## src/rtl/add64_pkg.sv

```systemverilog
// Shared types and widths for the two-pass 64-bit adder sequencer.
// Latency: n/a (declarations only).
// Backpressure: n/a (declarations only).
package add64_pkg;

   localparam int HALF = 32;        // width of one adder pass, matches the CLA core
   localparam int W    = 2 * HALF;  // full operand width

   typedef enum logic [1:0] {
      ST_IDLE = 2'd0,
      ST_LO   = 2'd1,
      ST_HI   = 2'd2,
      ST_DONE = 2'd3
   } state_e;

endpackage

```

## src/rtl/add64_seq_if.sv

```systemverilog
// Operand and result handshake bundle for add64_seq.
// Latency: n/a (wires only).
// Backpressure: in_valid/in_ready on the operand side, out_valid/out_ready on the result side.
//
// Signals:
//   in_valid, in_ready, in_a, in_b, in_cin, in_sub   operand channel
//   out_valid, out_ready, out_sum, out_cout, out_ovf result channel
// master = upstream producer and downstream consumer; slave = the sequencer.
interface add64_seq_if;
   import add64_pkg::*;

   logic         in_valid;
   logic         in_ready;
   logic [W-1:0] in_a;
   logic [W-1:0] in_b;
   logic         in_cin;
   logic         in_sub;

   logic         out_valid;
   logic         out_ready;
   logic [W-1:0] out_sum;
   logic         out_cout;
   logic         out_ovf;

   modport master (
      output in_valid, in_a, in_b, in_cin, in_sub, out_ready,
      input  in_ready, out_valid, out_sum, out_cout, out_ovf
   );

   modport slave (
      input  in_valid, in_a, in_b, in_cin, in_sub, out_ready,
      output in_ready, out_valid, out_sum, out_cout, out_ovf
   );

endinterface

```

## src/rtl/add64_seq_cla.sv

```systemverilog
// 32-bit carry-look-ahead adder core: 4-bit lookahead groups chained by group carries.
// Latency: combinational.
// Backpressure: none.
//
// Ports: a, b (32-bit addends), cin (carry in), sum (32-bit), cout (carry out of bit 31).
module CLA_32bit_Adder (
   input  logic [31:0] a,
   input  logic [31:0] b,
   input  logic        cin,
   output logic [31:0] sum,
   output logic        cout
);

   logic [31:0] g;
   logic [31:0] p;
   logic [31:0] c;    // carry into each bit
   logic [8:0]  cb;   // carry into each 4-bit group

   always_comb begin
      g     = a & b;
      p     = a ^ b;
      c     = '0;
      cb    = '0;
      cb[0] = cin;
      for (int k = 0; k < 8; k++) begin
         c[4*k]   = cb[k];
         c[4*k+1] = g[4*k] | (p[4*k] & cb[k]);
         c[4*k+2] = g[4*k+1] | (p[4*k+1] & g[4*k]) | (p[4*k+1] & p[4*k] & cb[k]);
         c[4*k+3] = g[4*k+2] | (p[4*k+2] & g[4*k+1]) | (p[4*k+2] & p[4*k+1] & g[4*k])
                  | (p[4*k+2] & p[4*k+1] & p[4*k] & cb[k]);
         // group generate | group propagate & group carry-in
         cb[k+1]  = g[4*k+3] | (p[4*k+3] & g[4*k+2]) | (p[4*k+3] & p[4*k+2] & g[4*k+1])
                  | (p[4*k+3] & p[4*k+2] & p[4*k+1] & g[4*k])
                  | (p[4*k+3] & p[4*k+2] & p[4*k+1] & p[4*k] & cb[k]);
      end
      sum  = p ^ c;
      cout = cb[8];
   end

endmodule

```

## src/rtl/add64_seq.sv

```systemverilog
// 64-bit add/subtract built from two passes through one 32-bit CLA core (low half, then high).
// Latency: result valid after the second clock edge following accept; one op per 3 cycles peak.
// Backpressure: result held stable until out_ready; in_ready only in IDLE or retiring DONE.
//
// Ports: clk, rst_n (async active-low), bus (add64_seq_if.slave: operand and result channels).
module add64_seq
   import add64_pkg::*;
(
   input  logic        clk,
   input  logic        rst_n,
   add64_seq_if.slave  bus
);

   state_e          state_q, state_d;

   logic [W-1:0]    a_q;
   logic [W-1:0]    b_q;        // already inverted for subtraction
   logic            c0_q;
   logic [HALF-1:0] sum_lo_q;
   logic            c32_q;

   logic [HALF-1:0] cla_a, cla_b, cla_sum;
   logic            cla_cin, cla_cout;
   logic            load_lo, load_hi;
   logic            accept;

   // Core inputs come only from operand registers, never straight from the ports.
   CLA_32bit_Adder u_cla (
      .a    (cla_a),
      .b    (cla_b),
      .cin  (cla_cin),
      .sum  (cla_sum),
      .cout (cla_cout)
   );

   always_ff @(posedge clk or negedge rst_n) begin
      if (!rst_n) state_q <= ST_IDLE;
      else        state_q <= state_d;
   end

   always_comb begin
      state_d       = state_q;
      bus.in_ready  = 1'b0;
      bus.out_valid = 1'b0;
      cla_a         = a_q[HALF-1:0];
      cla_b         = b_q[HALF-1:0];
      cla_cin       = c0_q;
      load_lo       = 1'b0;
      load_hi       = 1'b0;
      case (state_q)
         ST_IDLE: begin
            bus.in_ready = 1'b1;
            if (bus.in_valid) state_d = ST_LO;
         end
         ST_LO: begin
            load_lo = 1'b1;
            state_d = ST_HI;
         end
         ST_HI: begin
            cla_a   = a_q[W-1:HALF];
            cla_b   = b_q[W-1:HALF];
            cla_cin = c32_q;
            load_hi = 1'b1;
            state_d = ST_DONE;
         end
         ST_DONE: begin
            bus.out_valid = 1'b1;
            // retiring the result frees the block in the same cycle
            bus.in_ready  = bus.out_ready;
            if (bus.out_ready) state_d = bus.in_valid ? ST_LO : ST_IDLE;
         end
         default: state_d = ST_IDLE;
      endcase
   end

   assign accept = bus.in_valid && bus.in_ready;

   always_ff @(posedge clk or negedge rst_n) begin
      if (!rst_n) begin
         a_q          <= '0;
         b_q          <= '0;
         c0_q         <= 1'b0;
         sum_lo_q     <= '0;
         c32_q        <= 1'b0;
         bus.out_sum  <= '0;
         bus.out_cout <= 1'b0;
         bus.out_ovf  <= 1'b0;
      end else begin
         if (accept) begin
            a_q  <= bus.in_a;
            b_q  <= bus.in_sub ? ~bus.in_b : bus.in_b;
            c0_q <= bus.in_sub | bus.in_cin;
         end
         if (load_lo) begin
            sum_lo_q <= cla_sum;
            c32_q    <= cla_cout;
         end
         if (load_hi) begin
            bus.out_sum  <= {cla_sum, sum_lo_q};
            bus.out_cout <= cla_cout;
            // same-sign operands producing a result of the other sign
            bus.out_ovf  <= (a_q[W-1] == b_q[W-1]) && (cla_sum[HALF-1] != a_q[W-1]);
         end
      end
   end

endmodule

```

## src/flat_wrapper.sv

```systemverilog
// flat-port wrapper written by rule: the top's interface ports become plain ports
module add64_seq_flat import add64_pkg::*;
  (clk, rst_n, bus_in_valid, bus_in_a, bus_in_b, bus_in_cin, bus_in_sub, bus_out_ready, bus_in_ready, bus_out_valid, bus_out_sum, bus_out_cout, bus_out_ovf);
  add64_seq_if bus_i ();
  input  logic clk;
  input  logic rst_n;
  input wire logic [$bits(bus_i.in_valid)-1:0] bus_in_valid;
  input wire logic [$bits(bus_i.in_a)-1:0] bus_in_a;
  input wire logic [$bits(bus_i.in_b)-1:0] bus_in_b;
  input wire logic [$bits(bus_i.in_cin)-1:0] bus_in_cin;
  input wire logic [$bits(bus_i.in_sub)-1:0] bus_in_sub;
  input wire logic [$bits(bus_i.out_ready)-1:0] bus_out_ready;
  output wire logic [$bits(bus_i.in_ready)-1:0] bus_in_ready;
  output wire logic [$bits(bus_i.out_valid)-1:0] bus_out_valid;
  output wire logic [$bits(bus_i.out_sum)-1:0] bus_out_sum;
  output wire logic [$bits(bus_i.out_cout)-1:0] bus_out_cout;
  output wire logic [$bits(bus_i.out_ovf)-1:0] bus_out_ovf;
  assign bus_i.in_valid = bus_in_valid;
  assign bus_i.in_a = bus_in_a;
  assign bus_i.in_b = bus_in_b;
  assign bus_i.in_cin = bus_in_cin;
  assign bus_i.in_sub = bus_in_sub;
  assign bus_i.out_ready = bus_out_ready;
  assign bus_in_ready = bus_i.in_ready;
  assign bus_out_valid = bus_i.out_valid;
  assign bus_out_sum = bus_i.out_sum;
  assign bus_out_cout = bus_i.out_cout;
  assign bus_out_ovf = bus_i.out_ovf;
  add64_seq u_core (.clk(clk), .rst_n(rst_n), .bus(bus_i));
endmodule
```

## config.mk

```make
export PLATFORM = sky130hd
export DESIGN_NAME = add64_seq_flat
export DESIGN_NICKNAME = d
export VERILOG_FILES = /design/src/rtl/add64_pkg.sv /design/src/rtl/add64_seq_if.sv /design/src/rtl/add64_seq_cla.sv /design/src/rtl/add64_seq.sv /design/src/flat_wrapper.sv
export SDC_FILE = /design/constraint.sdc
export NUM_CORES = 1
export LEC_CHECK = 0
export BUFFER_PORTS_ARGS = -buffer_cell sky130_fd_sc_hd__buf_2
export CAP_MARGIN = 20
export CORE_UTILIZATION = 35
export DETAILED_ROUTE_END_ITERATION = 16
export SLEW_MARGIN = 20
export SYNTH_ARGS = -nofsm -noshare
export SYNTH_HDL_FRONTEND = slang
export SYNTH_SLANG_ARGS = --single-unit
```

## constraint.sdc

```tcl
create_clock -name clk -period 4.05 [get_ports clk]
set_input_delay 0.405 -clock clk [delete_from_list [all_inputs] [get_ports clk]]
set_output_delay 0.405 -clock clk [all_outputs]
set_load 0.01 [all_outputs]
```

======== After elaboration in Yosys (flattened, before gate mapping) ========
Cells that the tools add are included.
storage, ports and cells
  word-level logic and storage cells ...... 245
  register bits after elaboration ......... 230
  output and inout bits ................... 68
cells by class
  equal/unequal tests ..................... 7
  mux-type cells .......................... 12
  bitwise operators ....................... 213
  reductions and logical operators ........ 4
operators with widths
  cell                  count
  $and A1 B1 Y1         128
  $or A1 B1 Y1          81
  $mux W32              2
  $mux W64              1
  $not A64 Y64          1
  $xor A32 B32 Y32      2
  $and A32 B32 Y32      1
  $pmux W2 S4           1
  $mux W1               5
  $eq A2 B2 Y1 const B  2
  $mux W2               2
  $ne A2 B2 Y1 const B  2
  $eq A2 B1 Y1 const B  1
  $logic_and A1 B1 Y1   2
  $logic_not A2 Y1      1
  $pmux W1 S2           1
  $reduce_and A2 Y1     1
  $eq A1 B1 Y1          1
  $ne A1 B1 Y1          1

======== Depth between registers and ports, before layout ========
  depth in word-level cells ............... 25
  mapped depth ............................ 18
  mapped depth without buffers ............ 15

======== Hierarchy ========
A second synthesis with hierarchy kept.
second synthesis, totals
  cells, all modules ...................... 813
  area, all modules ....................... 11937.7 um^2
modules (own cells, without submodules)
  module           area each (um^2)  instances  cells each  sequential area each (um^2)
  add64_seq        10553.9           1          653         5755.5
  CLA_32bit_Adder  1383.8            1          160         0.0

======== Worst setup path before layout ========
Ideal clock, no wire load.
  path type ............................... register -> register
  from .................................... register u_core.state_q[0]
  to ...................................... register u_core.bus.out_sum[61]
  stages on the path, launching flop included .. 19
  clock period less this slack ............ 4.131 ns
  required time ........................... 3.925 ns
  setup time .............................. 0.125 ns
  slack ................................... -0.081 ns
  path buffers ............................ 4
  arrival ................................. 4.006 ns
  path through ............................ dfrtp_1 -> inv_1 -> ha_1 -> buf_4 -> clkbuf_1 -> clkbuf_1 -> mux2_2 -> ha_1 -> buf_2 -> nand4_2 -> nor4b_4 -> o2bb2ai_2 -> o2111ai_1 -> a21o_1 -> nand2_1 -> a21oi_1 -> fa_1 -> xnor2_1 -> mux2_2
between the ends
  cells in the longest elaborated chain, start to end .. 23
RTL lines
  element                                               RTL line                                                       source
  start: declaration                                    add64_seq.sv:14                                                state_e state_q, state_d;
  start signal: assignment                              add64_seq.sv:38                                                else state_q <= state_d;
  $eq A2 B2 Y1 (*)                                      add64_seq.sv:50                                                case (state_q)
  $mux W32                                              add64_seq.sv:50
  $xor A32 B32 Y32 or $and A32 B32 Y32 (tied branches)  add64_seq_cla.sv:21, add64_seq_cla.sv:20
  $and A1 B1 Y1, on equally long branches               add64_seq_cla.sv:32, add64_seq_cla.sv:33, add64_seq_cla.sv:34
  $or A1 B1 Y1 (tied with other cells) (2 in series)    add64_seq_cla.sv:32                                            cb[k+1] = g[4*k+3] | (p[4*k+3] & g[4*k+2]) | (p[4*k+3] & p[4*k+2] & g[4*k+1])
  $or A1 B1 Y1 or $and A1 B1 Y1 (tied branches)         add64_seq_cla.sv:33, add64_seq_cla.sv:34
  $or A1 B1 Y1                                          add64_seq_cla.sv:34                                            | (p[4*k+3] & p[4*k+2] & p[4*k+1] & p[4*k] & cb[k]);
  $and A1 B1 Y1                                         add64_seq_cla.sv:34
  (+6 left out)                                         -
  $or A1 B1 Y1                                          add64_seq_cla.sv:34
  $and A1 B1 Y1                                         add64_seq_cla.sv:34
  $or A1 B1 Y1                                          add64_seq_cla.sv:34
  $and A1 B1 Y1                                         add64_seq_cla.sv:34
  $or A1 B1 Y1                                          add64_seq_cla.sv:34
  $and A1 B1 Y1                                         add64_seq_cla.sv:27                                            c[4*k+1] = g[4*k] | (p[4*k] & cb[k]);
  $or A1 B1 Y1                                          add64_seq_cla.sv:27
  $xor A32 B32 Y32                                      add64_seq_cla.sv:36                                            sum = p ^ c;
  end signal: assignment                                add64_seq.sv:99                                                bus.out_sum <= {cla_sum, sum_lo_q};
  end: declaration                                      add64_seq_if.sv:32                                             output in_ready, out_valid, out_sum, out_cout, out_ovf
Mark *: on every way between the ends. The rest lies on a longest branch, timed or not.
A chain may end at the register's enable or synchronous reset.

======== Worst setup path after layout ========
  from .................................... register u_core.state_q[0]
  to ...................................... register u_core.sum_lo_q[29]
between the ends
  cells in the longest elaborated chain, start to end .. 23
RTL lines
  element                                               RTL line                                                       source
  $eq A2 B2 Y1                                          add64_seq.sv:50
  $mux W32                                              add64_seq.sv:50
  $xor A32 B32 Y32 or $and A32 B32 Y32 (tied branches)  add64_seq_cla.sv:21, add64_seq_cla.sv:20
  $and A1 B1 Y1, on equally long branches               add64_seq_cla.sv:32, add64_seq_cla.sv:33, add64_seq_cla.sv:34
  $or A1 B1 Y1 (tied with other cells) (2 in series)    add64_seq_cla.sv:32
  $or A1 B1 Y1 or $and A1 B1 Y1 (tied branches)         add64_seq_cla.sv:33, add64_seq_cla.sv:34
  $or A1 B1 Y1                                          add64_seq_cla.sv:34
  $and A1 B1 Y1                                         add64_seq_cla.sv:34
  (+6 left out)                                         -
  $or A1 B1 Y1                                          add64_seq_cla.sv:34
  $and A1 B1 Y1                                         add64_seq_cla.sv:34
  $or A1 B1 Y1                                          add64_seq_cla.sv:34
  $and A1 B1 Y1                                         add64_seq_cla.sv:34
  $or A1 B1 Y1                                          add64_seq_cla.sv:34
  $and A1 B1 Y1                                         add64_seq_cla.sv:27
  $or A1 B1 Y1                                          add64_seq_cla.sv:27
  $xor A32 B32 Y32                                      add64_seq_cla.sv:36
  end signal: assignment                                add64_seq.sv:95                                                sum_lo_q <= cla_sum;
  end: declaration                                      add64_seq.sv:19                                                logic [HALF-1:0] sum_lo_q;
Several ways; a longest one is shown, not always the timed one.

==> results.txt <==
----------------------------------------------------
[Status]
  Run status ... finished, violations left
  Violated checks ... hold timing

[Synth]
  Sequential area share after synthesis ... between 50% and 60%
  Netlist area before placement ... about 0.011 sq mm
  Number of flip-flops and latches in the synthesized netlist ... 230
  Synth Instances ... 952
  Synthesized netlist net count ... approximately 1,100
  Share of flip-flops with an asynchronous set or reset ... between 90% and 100%
  Number of enable-type register cells in the synthesized netlist ... 0
  Yosys Warn Count ... 0
  Mean cell area of the mapped netlist ... approximately 12 sq um
  Prevailing post-synth register cell ... dfrtp_1
  Yosys cell types ... 54

[Route]
  Vias post-DR ... between 7,000 and 8,000
  Routed Antenna Nets ... 0
  Wirelength, routed ... 27,200 microns
  Detailed-route vias per instance ... a little under 5
  Remaining design rule violation count ... 0
  Number of iterations in the first detailed-routing pass ... 4
  Post-DR wirelength/cell ... roughly 17 microns
  Number of design-rule violations left by the first detailed-router iteration ... 301

[Clock network]
  Clock latency at the later pin of the worst-skew pair ... between 0.5 and 0.6 ns
  Number of sinks handled by clock tree synthesis ... 230
  Clock buffers created by TritonCTS ... 26
  CTS clock-pin slew for the worst setup and hold paths ... about 0.060 ns
  Number of hold buffers added after cts ... 0
  H-tree depth ... 1
  TritonCTS clock tree ... done
  Clock root buffer ... clkbuf_16
  Maximum buffer depth of the clock tree ... 3

[Hold path]
  Hold Path Class ... in2async

[Floorplanning]
  Die Span Y ... around 180 microns
  Core Footprint ... around 0.032 sq mm
  Effective utilization at floorplan ... roughly 36%
  Number of core rows ... 65
  I/O pin cnt ... ~200
  Die area ... around 0.033 sq mm
  Width of the chip ... between 150 and 200 microns

[Power and ir drop]
  Maximum ir drop on the vdd rail ... a little over 0.4 mV
  Total power ... between 10 and 15 mW
  Leakage Power ... 6.11 nW
  Power per cell area ... approximately 1100 mW/mm^2

[STA]
  RSZ-0062 raised after global routing ... false
  Number of hold-slack violations in the final timing report ... 44
  Final setup violation count ... 0
  Final count of pins violating max slew ... 0
  Transition at the pin with the smallest max-transition slack ... about 1.1 ns
  Relative slew margins ... 28.0%
  Setup total negative slack ... 0 ns
  Tightest hold margin ... -0.0822 ns
  Final worst path period need ... roughly 3.8 ns
  Final worst path period share ... a little over nine tenths
  Maximum clock skew at final layout ... between 0.006 and 0.007 ns
  Maximum operating frequency ... 263 MHz

[Critical path]
  Gate family responsible for the most delay along the worst path ... adder cells
  Data arrival, critical path ... 4.21 ns
  Startpoint-to-endpoint class of the critical path ... reg2reg
  Worst R2R Start ... u_core.state_q[0]
  Timing startpoint of the critical path ... u_core.state_q[0]
  Worst reg2reg path depth ... 17
  Required time worst endpoint ... around 4.5 ns
  Crit path to ... u_core.sum_lo_q[29]
  R2R setup slack ... roughly 0.25 ns
  Endpoint of the lowest-slack register-to-register path ... u_core.sum_lo_q[29]
  Crit-path max FO ... 23
  Max stage delay on crit path ... approximately 0.38 ns
  Cell-by-cell listing of the critical path ... inv_1 -> ha_4 -> buf_4 -> buf_12 -> mux2_2 -> ha_1 -> a21oi_1 -> o21a_1 -> nor3_1 -> nor4_2 -> buf_4 -> a21o_1 -> nand2_1 -> a21oi_1 -> fa_1 -> xnor2_1 -> mux2_2
  Cell at the slowest stage of the critical path ... dfrtp_1
  Number of buffers and inverters on the critical path ... 4
  Endpoint kind of the worst setup timing path ... flip-flop
  Logic depth of the worst path, buffers included ... 17
  Startpoint type of the worst setup path ... flip-flop

[GRT]
  Global-route total usage across every layer ... 16.6%
  Via count of the first global-routing pass ... between 7,000 and 8,000
  Pin count of the biggest net entering global routing ... between 100 and 150
  Initial antenna violation count ... 4
  Overall overflow remaining after global route ... 0
  Global-route wire length before repair ... about 43,000 microns

[Cells and area]
  Most frequent cells in the layout ... 230 x dfrtp_1, 199 x buf_2, 189 x mux2_2
  FILL cells ... between 2,000 and 3,000
  Nets ... roughly 1,300
  Layout-stage area growth over the synthesis result ... 23.0%
  Share of final-layout standard cells stronger than drive strength 1 ... between 40% and 50%
  Most common library cell in the layout ignoring fill and taps ... dfrtp_1

[Place]
  Port buffer count ... about 200
  Weighted congestion at the end of routability-driven global placement ... about 0.79
  Sum of net half-perimeters after detailed placement ... slightly below 20,000 microns

[Job]
  Max_cap viols ... 0

----------------------------------------------------
-- sequential cells by signal, summed over array words and instances, names as in the netlist --
signal / cells
u_core.bus.out_cout: 1
u_core.sum_lo_q: 32
u_core.state_q: 2
u_core.bus.out_ovf: 1
u_core.bus.out_sum: 64
u_core.b_q: 64
u_core.c0_q: 1
u_core.a_q: 64
u_core.c32_q: 1
-- how the worst min path moves through the flow --
stage	start	cells past startpoint	slack, ns	endpoint
after floorplan	rst_n	0	0.11	u_core.a_q[0]
after global placement	u_core.sum_lo_q[12]	2	0.46	u_core.sum_lo_q[12]
after detailed placement	u_core.sum_lo_q[12]	2	0.47	u_core.sum_lo_q[12]
after CTS	rst_n	1	0.001	u_core.a_q[49]
after global routing	rst_n	1	0.004	u_core.a_q[13]
final	rst_n	1	-0.08	u_core.a_q[49]
-- cell usage after synthesis (4+ instances only) --
cell,number,share of area [%]
or3_1,4,0.22
inv_1,26,0.86
nand2_1,31,1.0
and2_1,4,0.22
o31ai_1,6,0.40
mux2_2,189,19
a21o_1,5,0.33
o21a_1,8,0.53
o2111ai_1,6,0.46
o211ai_1,11,0.73
ha_1,36,4.0
and3_1,5,0.28
nor3_1,8,0.35
clkbuf_1,47,1.6
xnor2_1,76,5.9
o21ai_0,15,0.66
nor2_1,87,2.9
a21oi_1,87,3.9
dfrtp_1,230,51
fa_1,8,1.4
mux2i_1,8,0.71
-- final cells by class --
class	instances	area [sq um]	share of cell area, %
multi-input cells	643	5290	38.0
inverters	27	101	0.729
clock inverters	6	80.1	0.576
clock buffers	42	842	6.06
well taps	402	503	3.62
diodes	2	5.00	0.0360
repair buffers	232	1330	9.54
flip-flops and latches	230	5760	41.4
-- what timing repair did --
action                                  in CTS  in global routing
endpoints found under the setup margin       0                 10
resized for setup                            0                  5
endpoints found under the hold margin        0                  0
setup buffers                                0                  3
-- where the power goes --
part | total [mW] | internal (mW) | leakage (nW) | switching, mW
Combinational | 8.12 | 3.90 | 2.97 | 4.22
Clock | 2.49 | 1.54 | 0.460 | 0.948
Sequential | 4.21 | 3.54 | 2.68 | 0.671
Total | 14.8 | 8.97 | 6.11 | 5.84
-- stage by stage --
stage / instances / hold WS (ns) / util (%) / area (sq um) / setup slack [ns]
final: 1584 / -0.0822 / 43.9 / 13900 / 0.253
after floorplan: 952 / 0.109 / - / 11300 / 0.0346
after detailed placement: 1531 / 0.470 / 40.8 / 12900 / 0.133
after CTS: 1579 / 0.00118 / 43.7 / 13800 / 0.128
after global routing: 1582 / 0.00377 / 43.9 / 13900 / 0.00542
after global placement: 1531 / 0.465 / 40.8 / 12900 / 0.267
-- per-layer routing --
| metal | vias to the layer above | wire, microns | global-route usage (%) |
|---|---|---|---|
| met4 | 4 | 672 | 4.41 |
| met5 | - | 31 | 0 |
| met2 | 178 | 12500 | 26.7 |
| met1 | 3773 | 12500 | 22.3 |
| li1 | 3771 | - | - |
| met3 | 43 | 1510 | 3.91 |
-- kinds of logic (layout without fill, tap and decap cells) --
| family | after synthesis | count (layout) | share of synthesized area [%] |
|---|---|---|---|
| flops | 230 | 230 | 50.9 |
| mux | 197 | 197 | 19.5 |
| compound gates | 166 | 166 | 9.04 |
| simple gates | 157 | 157 | 6.27 |
| xor+xnor | 79 | 79 | 6.12 |
| buf+inv | 79 | 307 | 2.70 |
| fa+ha+maj | 44 | 44 | 5.40 |
| other cells | 0 | 2 | 0 |
No activity file was read; power rests on OpenSTA's default activity.
